$ cat config.mk
export PLATFORM = sky130hd
export DESIGN_NAME = flash_writer
export DESIGN_NICKNAME = d
export VERILOG_FILES = /design/src/rtl/flash_pkg.sv /design/src/rtl/spi_shift_out.sv /design/src/rtl/flash_writer.sv
export SDC_FILE = /design/constraint.sdc
export NUM_CORES = 1
export LEC_CHECK = 0
export ABC_AREA = 1
export ABC_CLOCK_PERIOD_IN_PS = 2800
export BUFFER_PORTS_ARGS = -buffer_cell sky130_fd_sc_hd__buf_2
export CAP_MARGIN = 20
export CORE_MARGIN = 5
export CORE_UTILIZATION = 60
export CTS_CLUSTER_SIZE = 20
export DETAILED_ROUTE_END_ITERATION = 16
export PLACE_DENSITY_LB_ADDON = 0.12
export SLEW_MARGIN = 10
export SYNTH_ARGS = -nofsm -noshare
export SYNTH_HDL_FRONTEND = slang
export SYNTH_SLANG_ARGS = --single-unit
$ cat constraint.sdc
create_clock -name clk -period 2.8 [get_ports clk]
set_clock_uncertainty 0.15 [all_clocks]
set_input_delay 0.28 -clock clk [delete_from_list [all_inputs] [get_ports clk]]
set_output_delay 0.28 -clock clk [all_outputs]
set_load 0.05 [all_outputs]
$ cat src/rtl/flash_pkg.sv
// flash_pkg: command codes, bus timing constants and FSM states shared by the flash writer
package flash_pkg;
   localparam logic [7:0] CMD_WREN  = 8'h06;
   localparam logic [7:0] CMD_SE    = 8'h20;
   localparam logic [7:0] CMD_PP    = 8'h02;
   localparam logic [7:0] CMD_RDSR  = 8'h05;
   localparam logic [7:0] CMD_DREAD = 8'hBB;
   localparam int EXIT_LEN = 16;
   localparam int CS_GAP   = 2;
   typedef enum logic [3:0] {
      IDLE, WAIT_GNT, EXIT, EXIT_GAP, WREN, WREN_GAP, CMD, ADDR, DATA,
      END_CMD, POLL_CMD, POLL, FINISH
   } state_t;
endpackage

$ cat src/rtl/spi_shift_out.sv
// spi_shift_out: MSB-first loadable 8/24-bit shifter with bit counter and last-bit flag
module spi_shift_out (
   input  logic        clk,
   input  logic        resetn,
   input  logic        load,
   input  logic        wide,
   input  logic [23:0] data,
   input  logic        shift,
   output logic        dout,
   output logic        last
);
   logic [23:0] sr;
   logic [4:0]  cnt;
   always_ff @(posedge clk or negedge resetn)
      if (!resetn) begin
         sr  <= '1;
         cnt <= '0;
      end else if (load) begin
         sr  <= wide ? data : {data[7:0], 16'h0};
         cnt <= wide ? 5'd23 : 5'd7;
      end else if (shift) begin
         sr  <= {sr[22:0], 1'b0};
         cnt <= cnt - 5'd1;
      end
   assign dout = sr[23];
   assign last = cnt == '0;
endmodule

$ cat src/rtl/flash_writer.sv
// flash_writer: W25Q64FV sector-erase / page-program engine sharing the read engine's SPI pins
module flash_writer
   import flash_pkg::*;
#(
   parameter logic [23:0] POLL_MAX   = 24'd4_000_000,
   parameter int          SAMPLE_DLY = 1
) (
   input  logic        clk,
   input  logic        resetn,
   input  logic        req,
   input  logic        op,
   input  logic [23:0] address,
   input  logic [8:0]  len,
   input  logic [7:0]  wdata,
   output logic        wdata_req,
   output logic        busy,
   output logic        done,
   output logic        error,
   input  logic        gnt,
   output logic        oe,
   output logic        mspi_cs,
   output logic        mspi_di,
   input  logic        mspi_do,
   output logic        mspi_hold,
   output logic        mspi_wp
);
   state_t state, nxt;
   logic op_q, err_q, ld, wide, shift, sr_out, sr_last, accept, bad, decide, gap_end;
   logic [23:0] addr_q, ld_data, polls;
   logic [8:0] len_q, rem;
   logic [4:0] cnt;
   logic [2:0] slot;
   logic [SAMPLE_DLY-1:0] pipe;

   assign bad     = op && (len == '0 || len > 9'd256);
   assign accept  = req && (state == IDLE || state == FINISH);
   assign decide  = state == POLL && pipe[SAMPLE_DLY-1];
   assign gap_end = cnt == 5'(CS_GAP - 1);

   always_comb begin
      nxt = state;
      ld = 1'b0;
      wide = 1'b0;
      shift = 1'b0;
      wdata_req = 1'b0;
      ld_data = {16'h0, CMD_WREN};
      unique case (state)
         IDLE, FINISH: nxt = accept ? (bad ? FINISH : WAIT_GNT) : IDLE;
         WAIT_GNT: nxt = gnt ? EXIT : WAIT_GNT;
         EXIT: nxt = cnt == 5'(EXIT_LEN - 1) ? EXIT_GAP : EXIT;
         EXIT_GAP: begin
            ld = gap_end;
            nxt = gap_end ? WREN : EXIT_GAP;
         end
         WREN: begin
            shift = 1'b1;
            nxt = sr_last ? WREN_GAP : WREN;
         end
         WREN_GAP: begin
            ld = gap_end;
            ld_data = {16'h0, op_q ? CMD_PP : CMD_SE};
            nxt = gap_end ? CMD : WREN_GAP;
         end
         CMD: begin
            shift = 1'b1;
            ld = sr_last;
            wide = 1'b1;
            ld_data = addr_q;
            nxt = sr_last ? ADDR : CMD;
         end
         // the byte after the current one is fetched in its last bit slot
         ADDR: begin
            shift = 1'b1;
            ld = sr_last && op_q;
            wdata_req = ld;
            ld_data = {16'h0, wdata};
            nxt = sr_last ? (op_q ? DATA : END_CMD) : ADDR;
         end
         DATA: begin
            shift = 1'b1;
            ld = sr_last && rem != '0;
            wdata_req = ld;
            ld_data = {16'h0, wdata};
            nxt = sr_last && rem == '0 ? END_CMD : DATA;
         end
         END_CMD: begin
            ld = gap_end;
            ld_data = {16'h0, CMD_RDSR};
            nxt = gap_end ? POLL_CMD : END_CMD;
         end
         POLL_CMD: begin
            shift = 1'b1;
            nxt = sr_last ? POLL : POLL_CMD;
         end
         POLL: nxt = decide && (!mspi_do || polls == POLL_MAX - 24'd1) ? FINISH : POLL;
         default: nxt = IDLE;
      endcase
   end

   always_ff @(posedge clk or negedge resetn)
      if (!resetn) begin
         state  <= IDLE;
         op_q   <= 1'b0;
         err_q  <= 1'b0;
         addr_q <= '0;
         len_q  <= '0;
         rem    <= '0;
         cnt    <= '0;
         slot   <= '0;
         polls  <= '0;
         pipe   <= '0;
      end else begin
         state <= nxt;
         cnt   <= nxt != state ? '0 : cnt + 5'd1;
         slot  <= state == POLL ? slot + 3'd1 : '0;
         // WIP (bit 0) arrives SAMPLE_DLY cycles after the 8th slot of each status byte
         pipe[0] <= state == POLL && slot == 3'd7;
         for (int i = 1; i < SAMPLE_DLY; i++) pipe[i] <= pipe[i-1];
         polls <= state != POLL ? '0 : polls + 24'(decide);
         rem   <= state == ADDR ? len_q - 9'd1 : rem - 9'(wdata_req);
         if (accept) {op_q, addr_q, len_q, err_q} <= {op, address, len, bad};
         else if (decide) err_q <= mspi_do;
      end

   spi_shift_out u_sh (
      .clk   (clk),
      .resetn(resetn),
      .load  (ld),
      .wide  (wide),
      .data  (ld_data),
      .shift (shift),
      .dout  (sr_out),
      .last  (sr_last)
   );

   assign busy      = !(state inside {IDLE, FINISH});
   assign done      = state == FINISH;
   assign error     = done && err_q;
   assign oe        = !(state inside {IDLE, WAIT_GNT, FINISH});
   assign mspi_cs   = !(state inside {EXIT, WREN, CMD, ADDR, DATA, POLL_CMD, POLL});
   assign mspi_di   = state inside {WREN, CMD, ADDR, DATA, POLL_CMD} ? sr_out : 1'b1;
   assign mspi_hold = 1'b1;
   assign mspi_wp   = 1'b1;
endmodule

==> results of run 1 <==
[cells in the mapped netlist, drive strengths merged]
master | instances | share of area, %
o311ai | 1 | 0.15
a31oi | 4 | 0.43
a32oi | 1 | 0.15
a311oi | 1 | 0.15
clkbuf | 9 | 0.58
nand4 | 10 | 1.1
or2 | 2 | 0.21
o21bai | 1 | 0.13
conb | 1 | 0.064
dfrtp | 86 | 37
nor3b | 3 | 0.39
o21ai | 53 | 4.6
a22oi | 4 | 0.52
nor3 | 11 | 0.95
mux2i | 1 | 0.17
nand2 | 218 | 14
nand3 | 48 | 4.2
clkinv | 2 | 0.13
nor2 | 112 | 7.9
nor4 | 3 | 0.43
inv | 96 | 6.2
o211ai | 2 | 0.26
a21oi | 22 | 2.0
xor2 | 11 | 1.7
buf | 9 | 1.1
ha | 12 | 2.6
a211oi | 2 | 0.26
a221oi | 1 | 0.15
o21a | 4 | 0.52
dfstp | 24 | 11
xnor2 | 4 | 0.60
nand3b | 3 | 0.39
[flip-flops by register name, indices dropped and copies added, names as in the netlist]
name and flops:
pipe 1, u_sh.cnt 5, err_q 1, state 4
u_sh.sr 24, slot 3, polls 24, len_q 9
addr_q 24, op_q 1, rem 9, cnt 5
[cell families after synthesis]
logic type	Yosys count	share of synthesized area (%)
AOI/OAI and AO/OA	96	9.216
xor gates and xnor gates	15	2.256
adders and majority gates	12	2.578
buffers and inverters	116	7.949
DFF	110	47.78
muxes	1	0.1719
other	1	0.06439
and+or+nand+nor	410	29.99
[power by group through the flow]
stage	clock (mW)	combinational (mW)	sequential, mW
after detailed placement	0	2.53	2.56
after global routing	1.08	3.03	2.60
after floorplan	0	1.90	2.48
after CTS	1.00	2.58	2.54
after global placement	0	2.44	2.54
final	0.985	2.68	2.54
[layer usage]
layer  share of wire, %  up-vias  global-route usage [%]
met5                  0        -                       0
met4               0.92        0                   4.779
met3                6.9       13                   5.970
met2                 46      179                   40.73
met1                 46     2436                   37.16
li1                   -     2610                       -
[layout by cell type, fill, tap and decap left out, types with 2 or more instances in the layout]
master	n
o21ai_1	9
dfrtp_2	2
dfstp_2	24
clkinv_1	2
nor3_1	10
nand3_2	2
o21ai_0	44
nor4_1	2
nand4_1	10
nand2_4	2
a22oi_1	4
nor2_4	6
nand3_1	46
inv_1	84
dlygate4sd3_1	32
buf_2	51
a211oi_1	2
inv_2	12
ha_1	12
nand3b_1	3
dfrtp_1	84
o211ai_1	2
xor2_1	11
nand2_2	5
o21a_1	4
conb_1	2
nor2_1	99
nor3b_1	3
nand2_1	211
a21oi_1	21
a31oi_1	4
nor2_2	7
xnor2_1	4
clkbuf_8	10
buf_4	22
clkinvlp_4	2
[repair_timing]
| item | CTS | global route |
|---|---|---|
| hold buffers | 32 | 0 |
| resized for setup | 4 | 12 |
| setup buffers | 0 | 6 |
| endpoints found under the setup margin | 1 | 4 |
| endpoints found under the hold margin | 56 | 0 |
| pin swaps | 0 | 3 |
[final cells by class]
class / instances / area share, %
sequential: 110 / 40.28
tap: 133 / 2.406
clock buffer: 11 / 2.045
inverter: 98 / 5.319
multi-input combinational: 536 / 37.89
clock inverter: 5 / 0.8504
timing repair buffer: 107 / 11.22
[path summary, 6_finish.rpt]
path                                   end  slack [ns]
worst max-delay path               mspi_di        0.13
worst min-delay path              len_q[7]        0.01
worst max register to register   polls[18]        0.24
worst min register to register     slot[0]        0.29
max in group asynchronous       u_sh.sr[4]        1.49
min in group asynchronous         len_q[7]        0.23
[critical path, delay by kind of cell (launching register included)]
kind | cells | cell delay [ns]
flip-flops | 1 | 0.45
AND/OR/NAND/NOR | 6 | 0.73
buffers and inverters | 5 | 0.68
[metrics by stage]
stage,worst slack (ns),hold WS [ns]
after floorplan,0.2470,-0.1656
final,0.1304,0.01421
after global routing,-0.01239,0.01654
after detailed placement,0.05391,0.1041
after global placement,0.1846,0.09688
after CTS,0.01606,0.008614
==> results.cfg, run 1 <==
[min_path]
hp-class = in -> reg
hold_start = len[7]
holdPathStages = 3

[run]
drv_cap = 0

[layout]
nFillCells = 810
fin_cells = 1000
fin_nets = 921
multi_input_area_um2 = 2620
area_growth_pct = 18.73
drive_above_1_share_pct = 17.76
fin_util_pct = 71.74
regArea_um2 = 2785
design_area_um2 = 6915
antenna_cells = 0

[yosys]
synth_cells = 761
avgSynthCellArea_um2 = 7.654
ys_ff_latch = 110
synth.distinct_cells = 44
seq_area_frac_synth_pct = 47.78
ys_warn_count = 0
synth.cell_area_um2 = 5824

[die]
die_h_um = 108.5
die_x_um = 108.5
core_um2 = 9639
ios = 56
rows = 36
initial_utilization_pct = 60.42
fp.dieArea_um2 = 11780

[placed_design]
placement.cell_area_um2 = 6305
portBuffers = 53
place.gp.congestion = 0.9729
dp.cells = 946
post-dp-hpwl_um = 10140

[global_routing]
grt_pass1_wl_um = 24040
gr-usage-all-layers_pct = 25.88
grt_max_degree = 79
gr-total-overflow = 0
first_global_vias = 5001
antenna_found_initial = 0

[power]
seq_power_share_pct = 40.9
power.density_nw_per_um2 = 898.3
clockPowerShare_pct = 15.9
internal-power_mw = 3.578
total_power_mw = 6.212
power_switching_mw = 2.634
comb_power_share_pct = 43.2
ir_worst_vdd_v = 0.0006658
p_sw_share_pct = 42.40
p_leak_nw = 3.319

[clock_network]
clkTransAtPathRegs_ns = 0.10
root_buffer = clkbuf_8
clockBufferDepth = 2
htree_levels = 3
cts_tree = yes
clkSinkCount = 110
clk_latency_ns = 0.38
cts_buffers = 9

[worst_setup_path]
cp-end-kind = output pin
crit_path_start = state[1]
cp.arrival_ns = 2.24
critical_path.cell_chain = nand2_2 > buf_4 > nor2_4 > buf_8 > nor2_4 > inv_2 > nor2_1 > nand2_2 > inv_2 > or2_2 > buf_4
start_kind = flip-flop
r2r-start = state[1]
max_stage_delay_ns = 0.45
required_ns = 2.37
worstRegToRegCells = 17
critPathSlowestCell = dfrtp_2
cp_max_fo = 11
crit_type = reg -> out

[sta]
tns_ns = 0
slew_viol_final = 0
fmax_ghz = 0.3746
fin_crit_sh_pct = 95.34
min_period_ns = 2.670
setup_violations = 0
hold_viol_final = 0

[routing]
vias = 5238
drc_errors = 0
first_iter_violations = 419
routed_wl_um = 14230
avgViaCountPerCell = 5.238
drtAntennaViolNets = 0
dr.pass1.iters = 5
wl_per_cell_um = 14.23

[outcome]
run_status = finished clean
Power figures use the tool's default switching activity.
==> run 2: changes to the inputs <==
- ABC_AREA: 1 -> not set
- CTS_BUF_LIST: not set -> sky130_fd_sc_hd__clkbuf_8
- SKIP_CTS_REPAIR_TIMING: not set -> 1
==> run 2 against run 1 <==
Net effect: register-to-register slack worse by 0.10 ns; area after synthesis down 2.9%; die area down 2.6%; via count down 11%; critical endpoint is now cnt[2].
==> results.cfg, run 2 <==
[outcome]
run_status = finished clean

[yosys]
ys_warn_count = 0
synth.cell_area_um2 = 5658
synth_ff_type = dfrtp_1
seq_area_frac_synth_pct = 49.18
synthTopCellsByArea = dfrtp_1, dfstp_2, nand2_1, xnor2_1, nor2_1
yosysTopAreaCell = dfrtp_1
synth_cells = 596
synth.most_common_cell = nand2_1
avgSynthCellArea_um2 = 9.493
synth_edf_count = 0
synth_async_sr_flop_share_pct = 100.0
ys_ff_latch = 110
synth_top_area_share_pct = 38.04
ys_top_cells_by_count = nand2_1, dfrtp_1, nor2_1
synth.distinct_cells = 63

[die]
initial_utilization_pct = 61.52
core_um2 = 9196
die_h_um = 107.1
die_x_um = 107.1
rows = 35
fp.dieArea_um2 = 11470
ios = 56

[clock_network]
htree_levels = 3
clockBufferDepth = 2
cts_buffers = 9
root_buffer = clkbuf_8
cts_tree = yes
clk_latency_ns = 0.38
clkSinkCount = 110
clkTransAtPathRegs_ns = 0.12

[sta]
slew_viol_final = 0
fin_crit_sh_pct = 97.36
relSlewSlack_pct = 60.69
rsz0062_at_grt = yes
hold_viol_final = 0
setup_violations = 0
fmax_ghz = 0.3668
worst_slew_pin_slew_ns = 0.5896
post-route-worst-setup-slack_ns = 0.07392
min_period_ns = 2.726

[power]
clockPowerShare_pct = 14.5
comb_power_share_pct = 44.4
seq_power_share_pct = 41.1
ir_worst_vdd_v = 0.0005773
p_sw_share_pct = 41.03
power_switching_mw = 2.700
power.density_nw_per_um2 = 982.9
total_power_mw = 6.579
internal-power_mw = 3.880
p_leak_nw = 2.990

[worst_setup_path]
start_kind = input pin
cp_top_family = simple AND/OR/NAND/NOR gates
critPathSlowestCell = dlygate4sd3_1
cp.arrival_ns = 2.83
max_stage_delay_ns = 0.55
cp_max_fo = 5
worst-path-buf-inv = 2
required_ns = 2.90
cp-end-kind = flip-flop
crit_type = in -> reg
critical_path.cell_chain = dlygate4sd3_1 > buf_2 > or4_4 > or3_1 > a21bo_2 > a211oi_4 > mux2i_2 > nor3_1

[placed_design]
dp.cells = 752
post-dp-hpwl_um = 8973
post-place-ws_ns = -0.02425
placement.cell_area_um2 = 6108
place.gp.congestion = 0.8592
portBuffers = 53

[layout]
fin_cells = 805
fin_util_pct = 72.79
layout_commonest_cell = nand2_1
antenna_cells = 0
drive_above_1_share_pct = 20.61
area_growth_pct = 18.31
top_regs = addr_q (24), polls (24), u_sh.sr (24)
final_cell_mix = nand2_1, dfrtp_1, buf_2
nFillCells = 691
design_area_um2 = 6694
fin_nets = 748

[global_routing]
first_global_vias = 4412
gr-total-overflow = 0
grt_pass1_wl_um = 21220
grt_max_degree = 49
antenna_found_initial = 0
gr-usage-all-layers_pct = 22.76

[routing]
vias = 4643
drtAntennaViolNets = 0
first_iter_violations = 262
drc_errors = 0
routed_wl_um = 13050
dr.pass1.iters = 5
avgViaCountPerCell = 5.768
wl_per_cell_um = 16.21

[run]
drv_cap = 0

[min_path]
hp-class = in -> reg
[run 2: metrics by stage]
step / hold slack [ns] / TNS, ns
final: 0.05923 / 0
after global routing: 0.06143 / -0.02300
after CTS: -0.2481 / -0.3903
after detailed placement: 0.1738 / -0.08065
after global placement: 0.1632 / -0.02579
after floorplan: -0.1656 / 0
[run 2: final timing paths]
kind                       slack [ns]  cells after the start     endpoint         from
max                              0.07                      8       cnt[2]       len[1]
min                              0.06                      3  u_sh.sr[19]     wdata[3]
max reg2reg                      0.14                     11       rem[6]  u_sh.cnt[0]
min reg2reg                      0.30                      1      slot[0]      slot[0]
max in group asynchronous        1.47                      3   u_sh.sr[1]       resetn
min in group asynchronous        0.28                      2       cnt[3]       resetn
[run 2: final cells by class]
| type | count | area, um^2 | share of cell area [%] |
|---|---|---|---|
| clock buffer | 9 | 123.9 | 1.850 |
| inverter | 17 | 63.81 | 0.9533 |
| clock inverter | 7 | 75.07 | 1.121 |
| multi-input combinational | 443 | 2730 | 40.79 |
| timing repair buffer | 108 | 778.2 | 11.63 |
| sequential | 110 | 2784 | 41.59 |
| tap | 111 | 138.9 | 2.075 |
[run 2: cells by family (layout without fill, tap and decap cells)]
| logic type | count (synthesis) | in the layout | synth area share [%] |
|---|---|---|---|
| flops | 110 | 110 | 49.18 |
| buf+inv | 44 | 141 | 3.206 |
| other cells | 1 | 2 | 0.06628 |
| mux | 22 | 22 | 4.113 |
| fa+ha+maj | 12 | 12 | 2.654 |
| xor+xnor | 38 | 38 | 5.882 |
| compound gates | 113 | 113 | 13.14 |
| simple gates | 256 | 256 | 21.76 |
[run 2: tightest hold or removal path: cells and delay by family]
kind,cells,cell delay (ns)
compound gates,2,0.19
buf+inv,1,0.09
[run 2: power groups by stage]
stage	Sequential, mW	Combinational (mW)	Clock, mW
after global placement	2.69	2.69	0
after detailed placement	2.71	2.78	0
after global routing	2.77	3.22	1.05
after floorplan	2.59	2.16	0
final	2.70	2.92	0.956
after CTS	2.69	2.80	0.979
[run 2: routing by layer]
metal | global-route usage, % | wire, um | part of all wire (%)
met1 | 31.52 | 5914 | 45
met3 | 4.816 | 527 | 4.0
met2 | 36.37 | 6372 | 49
met4 | 6.301 | 238 | 1.8
met5 | 0 | 0 | 0
